<file path="config.mk">
export PLATFORM = sky130hd
export DESIGN_NAME = s_araw_fifo_wptr_ctrl
export DESIGN_NICKNAME = d
export VERILOG_FILES = /design/src/rtl/fifo_pkg.sv /design/src/rtl/sync_2ff.sv /design/src/rtl/s_araw_fifo_wptr_ctrl.sv
export SDC_FILE = /design/constraint.sdc
export NUM_CORES = 1
export LEC_CHECK = 0
export BUFFER_PORTS_ARGS = -buffer_cell sky130_fd_sc_hd__buf_2
export CORE_ASPECT_RATIO = 0.5
export CORE_MARGIN = 2
export CORE_UTILIZATION = 30
export DETAILED_ROUTE_END_ITERATION = 12
export PLACE_DENSITY = 0.69
export SYNTH_ARGS = -nofsm -noshare
export SYNTH_HDL_FRONTEND = slang
export SYNTH_HIERARCHICAL = 1
export SYNTH_SLANG_ARGS = --single-unit
</file>
<file path="constraint.sdc">
create_clock -name wclk -period 3.2 [get_ports wclk]
set_clock_uncertainty 0.2 [all_clocks]
set_input_delay 0.64 -clock wclk [delete_from_list [all_inputs] [get_ports wclk]]
set_output_delay 0.64 -clock wclk [all_outputs]
set_load 0.01 [all_outputs]
</file>
<file path="src/rtl/fifo_pkg.sv">
// Shared FIFO helpers: pointer type and Gray/binary conversions used by
// both the write-side and read-side pointer controllers.
package fifo_pkg;

    // Default geometry of the S_ARAW FIFO (DEPTH = 2**FIFO_ADDRSIZE).
    localparam int FIFO_ADDRSIZE   = 4;
    localparam int S_ARAW_DATASIZE = 32;
    localparam int PTR_W           = FIFO_ADDRSIZE + 1;

    // Pointer carries one extra wrap bit above the memory address.
    typedef logic [PTR_W-1:0] ptr_t;

    function automatic ptr_t bin2gray(input ptr_t b);
        return (b >> 1) ^ b;
    endfunction

    function automatic ptr_t gray2bin(input ptr_t g);
        ptr_t b;
        b[PTR_W-1] = g[PTR_W-1];
        for (int i = PTR_W - 2; i >= 0; i--) begin
            b[i] = b[i+1] ^ g[i];
        end
        return b;
    endfunction

endpackage

</file>
<file path="src/rtl/sync_2ff.sv">
// Generic two-flop synchronizer into the wclk domain. The input must be
// Gray-coded (or otherwise single-bit-changing) for a multi-bit WIDTH.
module sync_2ff #(
    parameter int WIDTH = 1
) (
    input  logic             wclk,
    input  logic             wrst_n,
    input  logic [WIDTH-1:0] i_d,
    output logic [WIDTH-1:0] o_q
);

    logic [WIDTH-1:0] r_q1;
    logic [WIDTH-1:0] r_q2;

    // Two back-to-back flops resolve metastability before the value is used.
    always_ff @(posedge wclk or negedge wrst_n) begin
        if (!wrst_n) begin
            r_q1 <= '0;
            r_q2 <= '0;
        end else begin
            r_q1 <= i_d;
            r_q2 <= r_q1;
        end
    end

    assign o_q = r_q2;

endmodule

</file>
<file path="src/rtl/s_araw_fifo_wptr_ctrl.sv">
// Write-side controller of the S_ARAW asynchronous FIFO: accepts AR/AW
// payloads on a valid/ready handshake, drives the memory write port, keeps
// binary/Gray write pointers and produces conservative full/occupancy status.
module s_araw_fifo_wptr_ctrl
    import fifo_pkg::*;
#(
    parameter int ADDRSIZE  = FIFO_ADDRSIZE,
    parameter int DATASIZE  = S_ARAW_DATASIZE,
    parameter int AF_THRESH = 2
) (
    input  logic                wclk,
    input  logic                wrst_n,
    input  logic                s_valid,
    input  logic [DATASIZE-1:0] s_payload,
    output logic                s_ready,
    output logic [DATASIZE-1:0] wdata,
    output logic [ADDRSIZE-1:0] waddr,
    output logic                wpush,
    output logic                wfull,
    output logic                walmost_full,
    output logic [ADDRSIZE:0]   wcount,
    output logic [ADDRSIZE:0]   wptr,
    input  logic [ADDRSIZE:0]   rptr
);

    localparam int              DEPTH   = 1 << ADDRSIZE;
    localparam logic [ADDRSIZE:0] DEPTH_P = (ADDRSIZE+1)'(DEPTH);
    localparam logic [ADDRSIZE:0] AF_P    = (ADDRSIZE+1)'(AF_THRESH);

    logic [ADDRSIZE:0] r_wbin;
    logic [ADDRSIZE:0] r_wptr;
    logic [ADDRSIZE:0] r_wcount;
    logic              r_wfull;
    logic              r_walmost_full;
    logic              r_init_done;

    logic [ADDRSIZE:0] w_wq2_rptr;
    logic [ADDRSIZE:0] w_rbin_s;
    logic [ADDRSIZE:0] w_wbinnext;
    logic [ADDRSIZE:0] w_wgraynext;
    logic [ADDRSIZE:0] w_cnt_next;
    logic [ADDRSIZE:0] w_free;
    logic [ADDRSIZE:0] w_full_tgt;
    logic              w_ready;
    logic              w_push;

    // Read pointer crosses into wclk here; w_wq2_rptr is its only consumer.
    sync_2ff #(
        .WIDTH (ADDRSIZE + 1)
    ) u_rptr_sync (
        .wclk   (wclk),
        .wrst_n (wrst_n),
        .i_d    (rptr),
        .o_q    (w_wq2_rptr)
    );

    // Ready comes only from registers, so there is no path from s_valid.
    assign w_ready = r_init_done & ~r_wfull;
    assign w_push  = s_valid & w_ready;

    assign w_wbinnext  = r_wbin + {{ADDRSIZE{1'b0}}, w_push};
    assign w_wgraynext = bin2gray(w_wbinnext);
    assign w_rbin_s    = gray2bin(w_wq2_rptr);

    // Occupancy after this cycle's push, against the (stale) synced read side.
    assign w_cnt_next = w_wbinnext - w_rbin_s;
    assign w_free     = DEPTH_P - w_cnt_next;

    // Full when the write pointer is one lap ahead: top two Gray bits inverted.
    assign w_full_tgt = {~w_wq2_rptr[ADDRSIZE:ADDRSIZE-1], w_wq2_rptr[ADDRSIZE-2:0]};

    // Pointer, status and init registers; all clear asynchronously on reset.
    always_ff @(posedge wclk or negedge wrst_n) begin
        if (!wrst_n) begin
            r_init_done    <= 1'b0;
            r_wbin         <= '0;
            r_wptr         <= '0;
            r_wfull        <= 1'b0;
            r_walmost_full <= 1'b0;
            r_wcount       <= '0;
        end else begin
            r_init_done    <= 1'b1;
            r_wbin         <= w_wbinnext;
            r_wptr         <= w_wgraynext;
            r_wfull        <= (w_wgraynext == w_full_tgt);
            r_walmost_full <= (w_free <= AF_P);
            r_wcount       <= w_cnt_next;
        end
    end

    assign s_ready      = w_ready;
    assign wpush        = w_push;
    assign wdata        = s_payload;
    assign waddr        = r_wbin[ADDRSIZE-1:0];
    assign wfull        = r_wfull;
    assign walmost_full = r_walmost_full;
    assign wcount       = r_wcount;
    assign wptr         = r_wptr;

endmodule
</file>
Yosys cells after proc, flatten, opt, wreduce, memory -nomap -nowiden
Index checks and enable logic that the tools add are counted.
{"block": "totals", "regBits": 28, "inputBits": 40}
{"block": "op_classes", "n_addsub": 3, "n_lt_le_gt_ge": 1, "eq_ne": 1, "bitwise_logic": 9}
{"cell": "$add A5 B1 Y5", "count": 1}
{"cell": "$eq A5 B5 Y1", "count": 1}
{"cell": "$le A5 B2 Y1 const B", "count": 1}
{"cell": "$sub A5 B5 Y5", "count": 1}
{"cell": "$sub A5 B5 Y5 const A", "count": 1}
{"cell": "$xor A4 B5 Y5", "count": 1}
{"cell": "$xor A1 B1 Y1", "count": 4}
{"cell": "$and A1 B1 Y1", "count": 2}
{"cell": "$not A2 Y2", "count": 1}
{"cell": "$not A1 Y1", "count": 1}

Logic depth before layout (Yosys ltp)
Gate-level depths: netlist of the first run.
{"block": "depth", "depth_word": 7, "depth_mapped": 12, "ltp_nobuf": 12}

By module
The synthesis of the first run kept the hierarchy.
{"mod": "s_araw_fifo_wptr_ctrl", "instances": 1, "cells_each": 113, "area_each_um2": 1182.4, "seq_area_each_um2": 425.4}
{"mod": "sync_2ff", "instances": 1, "cells_each": 10, "area_each_um2": 250.2, "seq_area_each_um2": 250.2}

Worst setup path after synthesis of the first run
No wires, ideal clock.
{"block": "synth_path", "kind": "input port to flip-flop", "startpoint": "input s_valid", "endpoint": "register r_walmost_full (netlist: walmost_full)", "setup_ns": 0.094, "t_arrival_ns": 3.122, "setup_slack_ns": -0.216, "cell_stages": 9, "path_cell_list": "and2_1 ha_1 ha_1 inv_1 fa_1 ha_1 xor3_1 or3_1 a221oi_2"}
{"block": "synth_via", "elab_chain_len": 5}
{"element": "from (decl)", "line_no": "s_araw_fifo_wptr_ctrl.sv:13", "text": "input logic s_valid,"}
{"element": "$and A1 B1 Y1", "line_no": "s_araw_fifo_wptr_ctrl.sv:59", "text": "assign w_push = s_valid & w_ready;"}
{"element": "$add A5 B1 Y5", "line_no": "s_araw_fifo_wptr_ctrl.sv:61", "text": "assign w_wbinnext = r_wbin + {{ADDRSIZE{1'b0}}, w_push};"}
{"element": "via w_wbinnext[1]", "line_no": "s_araw_fifo_wptr_ctrl.sv:39", "text": "logic [ADDRSIZE:0] w_wbinnext;"}
{"element": "$sub A5 B5 Y5", "line_no": "s_araw_fifo_wptr_ctrl.sv:66", "text": "assign w_cnt_next = w_wbinnext - w_rbin_s;"}
{"element": "$sub A5 B5 Y5", "line_no": "s_araw_fifo_wptr_ctrl.sv:67", "text": "assign w_free = DEPTH_P - w_cnt_next;"}
{"element": "$le A5 B2 Y1", "line_no": "s_araw_fifo_wptr_ctrl.sv:86", "text": "r_walmost_full <= (w_free <= AF_P);"}
{"element": "to (signal assigned)", "line_no": "s_araw_fifo_wptr_ctrl.sv:86"}
{"element": "to (decl)", "line_no": "s_araw_fifo_wptr_ctrl.sv:34", "text": "logic r_walmost_full;"}
The timed path passes the listed nets, and every way through them passes these cells.

Worst setup path after layout of the first run
{"block": "layout_path", "startpoint": "register u_rptr_sync.r_q2[3] (netlist: u_rptr_sync/o_q[3])", "endpoint": "register r_walmost_full (netlist: walmost_full)"}
{"block": "layout_via", "elab_chain_len": 7}
{"element": "from (decl)", "line_no": "sync_2ff.sv:13", "text": "logic [WIDTH-1:0] r_q2;"}
{"element": "from (signal assigned)", "line_no": "sync_2ff.sv:22", "text": "r_q2 <= r_q1;"}
{"element": "$xor A1 B1 Y1 *", "line_no": "fifo_pkg.sv:21", "text": "b[i] = b[i+1] ^ g[i];"}
{"element": "$xor A1 B1 Y1 (3 in series)", "line_no": "fifo_pkg.sv:21"}
{"element": "$sub A5 B5 Y5 *", "line_no": "s_araw_fifo_wptr_ctrl.sv:66"}
{"element": "$sub A5 B5 Y5 *", "line_no": "s_araw_fifo_wptr_ctrl.sv:67"}
{"element": "$le A5 B2 Y1 *", "line_no": "s_araw_fifo_wptr_ctrl.sv:86"}
Mark *: on every way between the ends. The rest lies on a longest branch, timed or not.

==> results of run 1 <==
==> final timing paths <==
kind,startpoint,end,cells after the start
hold / removal,wrst_n,wcount[3],1
setup reg to reg,u_rptr_sync/o_q[3],walmost_full,12
max in group asynchronous,wrst_n,r_wbin[3],1
setup / recovery,u_rptr_sync/o_q[3],walmost_full,12
hold reg to reg,u_rptr_sync/r_q1[4],u_rptr_sync/o_q[4],0
min in group wclk,u_rptr_sync/r_q1[4],u_rptr_sync/o_q[4],0
==> final cells by class <==
type | instances | area, sq um | area share
clock inverters | 1 | 8.76 | 0.00536
flip-flops and latches | 27 | 676 | 0.413
repair buffers | 43 | 260 | 0.159
clock buffers | 3 | 41.3 | 0.0252
inverters | 9 | 33.8 | 0.0207
multi-input cells | 55 | 533 | 0.326
well taps | 66 | 82.6 | 0.0505
==> worst reg2reg max path: stages, from the launching register on <==
cell and delay, ps:
dfrtp_1 420, xnor2_2 200, xor2_1 240, xor2_1 240, xnor2_1 100, ha_2 190, fa_2 350, nor2b_1 120
o21ai_1 60, nand2b_1 90, xor3_1 390, or3_1 320, a221oi_2 220
==> synthesized netlist by cell type, drive strengths merged (2+ instances only) <==
cell type  instances
nor2b              3
xnor2              7
nand2              2
buf               32
dfrtp             27
xor2              14
ha                 8
inv                9
nand3              3
a21oi              2
==> routing by layer <==
| metal | wire length, microns | GRT usage | vias up |
|---|---|---|---|
| met2 | 1290 | 0.179 | 28 |
| met3 | 233 | 0.0449 | 22 |
| li1 | - | - | 385 |
| met1 | 935 | 0.111 | 373 |
| met4 | 106 | 0.0698 | 0 |
| met5 | 0 | 0 | - |
==> cells by family after synthesis <==
group                      count (synthesis)  synth area share
buffers and inverters                     41             0.191
muxes                                      1           0.00786
DFF                                       27             0.472
AOI/OAI and AO/OA                          6            0.0306
xor gates and xnor gates                  22             0.150
and+or+nand+nor                           16            0.0620
adders and majority gates                  9            0.0838
other                                      1           0.00262
==> metrics by stage <==
stage | util | setup TNS, ps | setup slack, ps
after global routing | 0.364 | -263 | -263
after global placement | 0.350 | -47.1 | -47.1
after detailed placement | 0.350 | -139 | -139
final | 0.364 | -15.6 | -15.6
after floorplan | - | -29.3 | -29.3
after CTS | 0.363 | -63.4 | -63.4
==> power breakdown <==
| part | internal [uW] | leakage, uW | switching [uW] |
|---|---|---|---|
| registers | 452 | 0.000321 | 66.1 |
| logic | 549 | 0.000465 | 519 |
| clock network | 91.3 | 0.0000261 | 108 |
| total | 1090 | 0.000812 | 694 |
==> registers in the layout, indices dropped and copies added, names as in the netlist <==
name	cells
r_init_done	1
r_wbin	5
walmost_full	1
wfull	1
u_rptr_sync/o_q	5
u_rptr_sync/r_q1	5
wptr	4
wcount	5
==> what timing repair did <==
action	4_1_cts	5_1_grt
setup buffers	1	1
gates resized for setup	0	0
pin swaps	8	4
setup endpoints to repair	1	1
==> results_dict.tcl, run 1 <==
set metrics [dict create \
    ant_nets 0 \
    p_total_uw 1790 \
    grt-ovfl-total 0 \
    cp_cell_sequence "xnor2_2 -> xor2_1 -> xor2_1 -> xnor2_1 -> ha_2 -> fa_2 -> nor2b_1 -> o21ai_1 -> nand2b_1 -> xor3_1 -> or3_1 -> a221oi_2" \
    drv_cap 0 \
    p_per_area_mw_per_mm2 1090 \
    synth_seq_cells 27 \
    setup_ws_ps -15.6 \
    cp_slowest_cell "dfrtp_1" \
    avgViaCountPerCell 3.96 \
    required_ps 3190 \
    finalSetupViolCount 1 \
    yosys-top-cells-area "dfrtp_1 47%, buf_4 17%, xor2_1 7.9%" \
    fin_area_sq_mm 0.00164 \
    critical_path_class "flip-flop to flip-flop" \
    initial_utilization 0.319 \
    fmax_mhz 311 \
    worstMarginPinSlew_ps 591 \
    n_fill_cell 432 \
    cts.path.max_buffers 2 \
    whs_ps 156 \
    synth_top_area_share 0.472 \
    synth_flop_cell "dfrtp_1" \
    io_buffers 25 \
    cp_common_cell "xor2_1" \
    netlist_area_sq_mm 0.00143 \
    dp_hpwl_mm 2.03 \
    layout_commonest_cell "dfrtp_1" \
    antenna_found_initial 0 \
    leakage_uw 0.000812 \
    period_minus_slack_ps 3220 \
    dp.cells 198 \
    io_pins 90 \
    outcome "finished, violations left" \
    area_delta_synth_final_pct 14.1 \
    clkTransAtPathRegs_ps 90 \
    vias 808 \
    grt_pass1_wl_mm 4.21 \
    core-area_sq_mm 0.00449 \
    layout_common_cells "27 x dfrtp_1, 25 x buf_2, 18 x buf_4, 12 x xor2_1, 9 x inv_1" \
    antenna_cells 0 \
    nets 188 \
    htree_num_levels 1 \
    fin_crit_sh 1.00 \
    critPathMaxStageDelay_ps 420 \
    rsz0062_at_grt "true" \
    grt.total_usage 0.106 \
    syn_area_per_cell_sq_um 11.6 \
    hold_violations 0 \
    place_congestion 0.735 \
    slew_headroom 0.606 \
    min_path_type "input pin to asynchronous set/reset pin" \
    die_y_microns 52.9 \
    async_flop_share 1.00 \
    worst-path-max-fanout 2 \
    post_dp_cell_area_sq_mm 0.00157 \
    rows 17 \
    clockRootBuffer "clkbuf_8" \
    slew_violations 0 \
    violations "setup timing" \
    clkLatencyLatePin_ps 270 \
    wl_mm 2.56 \
    dieArea_sq_mm 0.00538 \
    first_global_vias 867 \
    drc 0 \
    die_w_microns 102 \
    hold_buffers 0 \
    drive_gt1_frac 0.420 \
    grt_max_degree 28 \
    cts_sinks 27 \
    synth.net_count 172 \
    synth-edff-count 0 \
    cts_buffers 3 \
    path_delay_family "XOR/XNOR gates" \
    wire_per_inst_microns 12.6 \
    syn_inst 123 \
    yosys_warnings 6 \
    cts_tree "done" \
    endpoint_kind "flip-flop" \
    seq_area_frac_synth 0.472 \
    final_cells 204 \
    yosys.area.top_type "dfrtp_1" \
    critical_path_buf_inv_count 0 \
    cp.arrival_ps 3200 \
    reg2reg_setup_slack_ps -20 \
    peakVddDrop_v 0.000271 \
    crit_path_start_kind "flip-flop" \
    dr.pass1.iters 3 \
    synth_cell_types 27 \
    drtIter0Drc 33 \
]
No activity file was read; power rests on OpenSTA's default activity.
==> run 2: changes to the inputs <==
GPL_TIMING_DRIVEN = 0   (was unset)
==> run 2 against run 1 <==
  * The flow still finishes with violations (setup timing)
  * Global-route usage fell by 0.20 points
  * Clock power shrank 7%
  * Worst setup slack got worse by 120 ps
  * Core utilization grew 8.2 points
  * Critical path depth is 2 lower
==> results_dict.tcl, run 2 (same netlist as run 1, synthesis figures left out) <==
set metrics [dict create \
    cts_tree "done" \
    timing.setup.tns_ps -132 \
    rsz0062_at_grt "true" \
    critical_path_class "flip-flop to flip-flop" \
    period_minus_slack_ps 3330 \
    cts.path.max_buffers 2 \
    min_delay_path_depth 0 \
    min_to "u_rptr_sync/o_q[0]" \
    dr.pass1.iters 5 \
    r2r-start "u_rptr_sync/o_q[3]" \
    reg2reg_setup_slack_ps -130 \
    pre_cts_slack_ps -299 \
    r2r_cells 10 \
    r2r-end "walmost_full" \
    nets 243 \
    dieArea_sq_mm 0.00538 \
    cp.arrival_ps 3320 \
    worst-path-max-fanout 2 \
    seqPwrFrac 0.289 \
    cp_common_cell "xor2_2" \
    p_comb_frac 0.607 \
    endpoint_kind "flip-flop" \
    drive_gt1_frac 0.606 \
    worstMarginPinSlew_ps 574 \
    hold_violations 0 \
    critPathMaxStageDelay_ps 590 \
    place_congestion 0.761 \
    core-area_sq_mm 0.00449 \
    p_per_area_mw_per_mm2 898 \
    min_path_type "flip-flop to flip-flop" \
    fmax_mhz 300 \
    antenna_cells 0 \
    peakVddDrop_v 0.000389 \
    die_w_microns 102 \
    leakage_uw 0.00105 \
    dp_hpwl_mm 2.20 \
    cts_sinks 27 \
    vias 1023 \
    swShare 0.396 \
    avgViaCountPerCell 3.95 \
    hold_start "u_rptr_sync/r_q1[0]" \
    first_global_vias 966 \
    grt_pass1_wl_mm 4.16 \
    path_delay_family "XOR/XNOR gates" \
    switching_power_uw 711 \
    crit_path_start_kind "flip-flop" \
    clkTransAtPathRegs_ps 80 \
    layout_commonest_cell "buf_2" \
    fin_crit_sh 1.04 \
    io_pins 90 \
    required_ps 3180 \
    drc 0 \
    setup_ws_ps -132 \
    initial_utilization 0.319 \
    cp_slowest_cell "fa_2" \
    violations "setup timing" \
    area_delta_synth_final_pct 39.8 \
    cp_cell_sequence "xnor2_4 -> xor2_2 -> xor2_2 -> xnor2_1 -> ha_2 -> fa_2 -> ha_4 -> xor3_1 -> or3_1 -> a221oi_2" \
    finalSetupViolCount 1 \
    htree_num_levels 1 \
    pwr-share-clk 0.104 \
    rows 17 \
    slew_headroom 0.618 \
    ant_nets 0 \
    power.internal_uw 1090 \
    clkLatencyLatePin_ps 270 \
    critical_path_buf_inv_count 0 \
    grt-ovfl-total 0 \
    wire_per_inst_microns 11.1 \
    outcome "finished, violations left" \
    clockRootBuffer "clkbuf_8" \
    grt_max_degree 28 \
    slew_violations 0 \
    drtIter0Drc 34 \
    die_y_microns 52.9 \
    grt.total_usage 0.104 \
    antenna_found_initial 0 \
    io_buffers 57 \
    drv_cap 0 \
    layout_common_cells "57 x buf_2, 41 x buf_4, 25 x dfrtp_1, 10 x xor2_1, 9 x inv_1" \
    cts_buffers 3 \
    wl_mm 2.87 \
]
run 2: cell type report:
cell class | instances | area (sq um)
well taps | 66 | 82.6
fillers | 423 | 2480
clock buffers | 3 | 41.3
multi-input cells | 55 | 569
inverters | 9 | 33.8
clock inverters | 1 | 5.00
flip-flops and latches | 27 | 678
plain buffers | 32 | 240
repair buffers | 66 | 353
run 2: worst reg2reg max path, cell delays in order, from the launching register on:
cell and delay [ps]:
dfrtp_2 450, xnor2_4 220, xor2_2 230, xor2_2 210, xnor2_1 90, ha_2 190, fa_2 590, ha_4 150
xor3_1 380, or3_1 330, a221oi_2 220
run 2: worst max-delay path by stage:
stage,from,cells after the start,to,slack (ps)
3_5_place_dp,u_rptr_sync/o_q[4],12,walmost_full,-300
3_3_place_gp,u_rptr_sync/o_q[3],12,walmost_full,-210
6_report,u_rptr_sync/o_q[3],10,walmost_full,-130
4_1_cts,u_rptr_sync/o_q[4],12,walmost_full,-120
5_1_grt,u_rptr_sync/o_q[3],10,walmost_full,-250
2_1_floorplan,u_rptr_sync/o_q[3],12,walmost_full,-30
run 2: timing repair:
item | in CTS | in global routing
pin swaps | 8 | 6
hold buffers | 0 | 0
setup endpoints to repair | 1 | 1
buffers inserted | 5 | 4
resized for setup | 3 | 3
run 2: routing by layer:
layer | track usage | up-vias | wire length, microns
met3 | 0.0172 | 4 | 253
met1 | 0.112 | 467 | 1110
met4 | 0.0473 | 0 | 41
li1 | - | 489 | -
met5 | 0 | - | 0
met2 | 0.204 | 63 | 1470
run 2: power by group through the flow:
stage | Combinational, uW | Clock, uW | Sequential [uW]
after detailed placement | 966 | 0 | 526
after global placement | 937 | 0 | 519
after CTS | 1020 | 195 | 519
after global routing | 1210 | 214 | 531
after floorplan | 657 | 0 | 573
final | 1090 | 187 | 520
run 2: through the flow:
step	util	hold slack, ps	instances	area, sq um	power, uW
6_report	0.446	153	259	2000	1800
5_1_grt	0.446	164	259	2000	1950
2_1_floorplan	-	131	123	1480	1230
3_5_place_dp	0.412	136	246	1850	1490
3_3_place_gp	0.412	132	246	1850	1460
4_1_cts	0.435	157	255	1950	1730
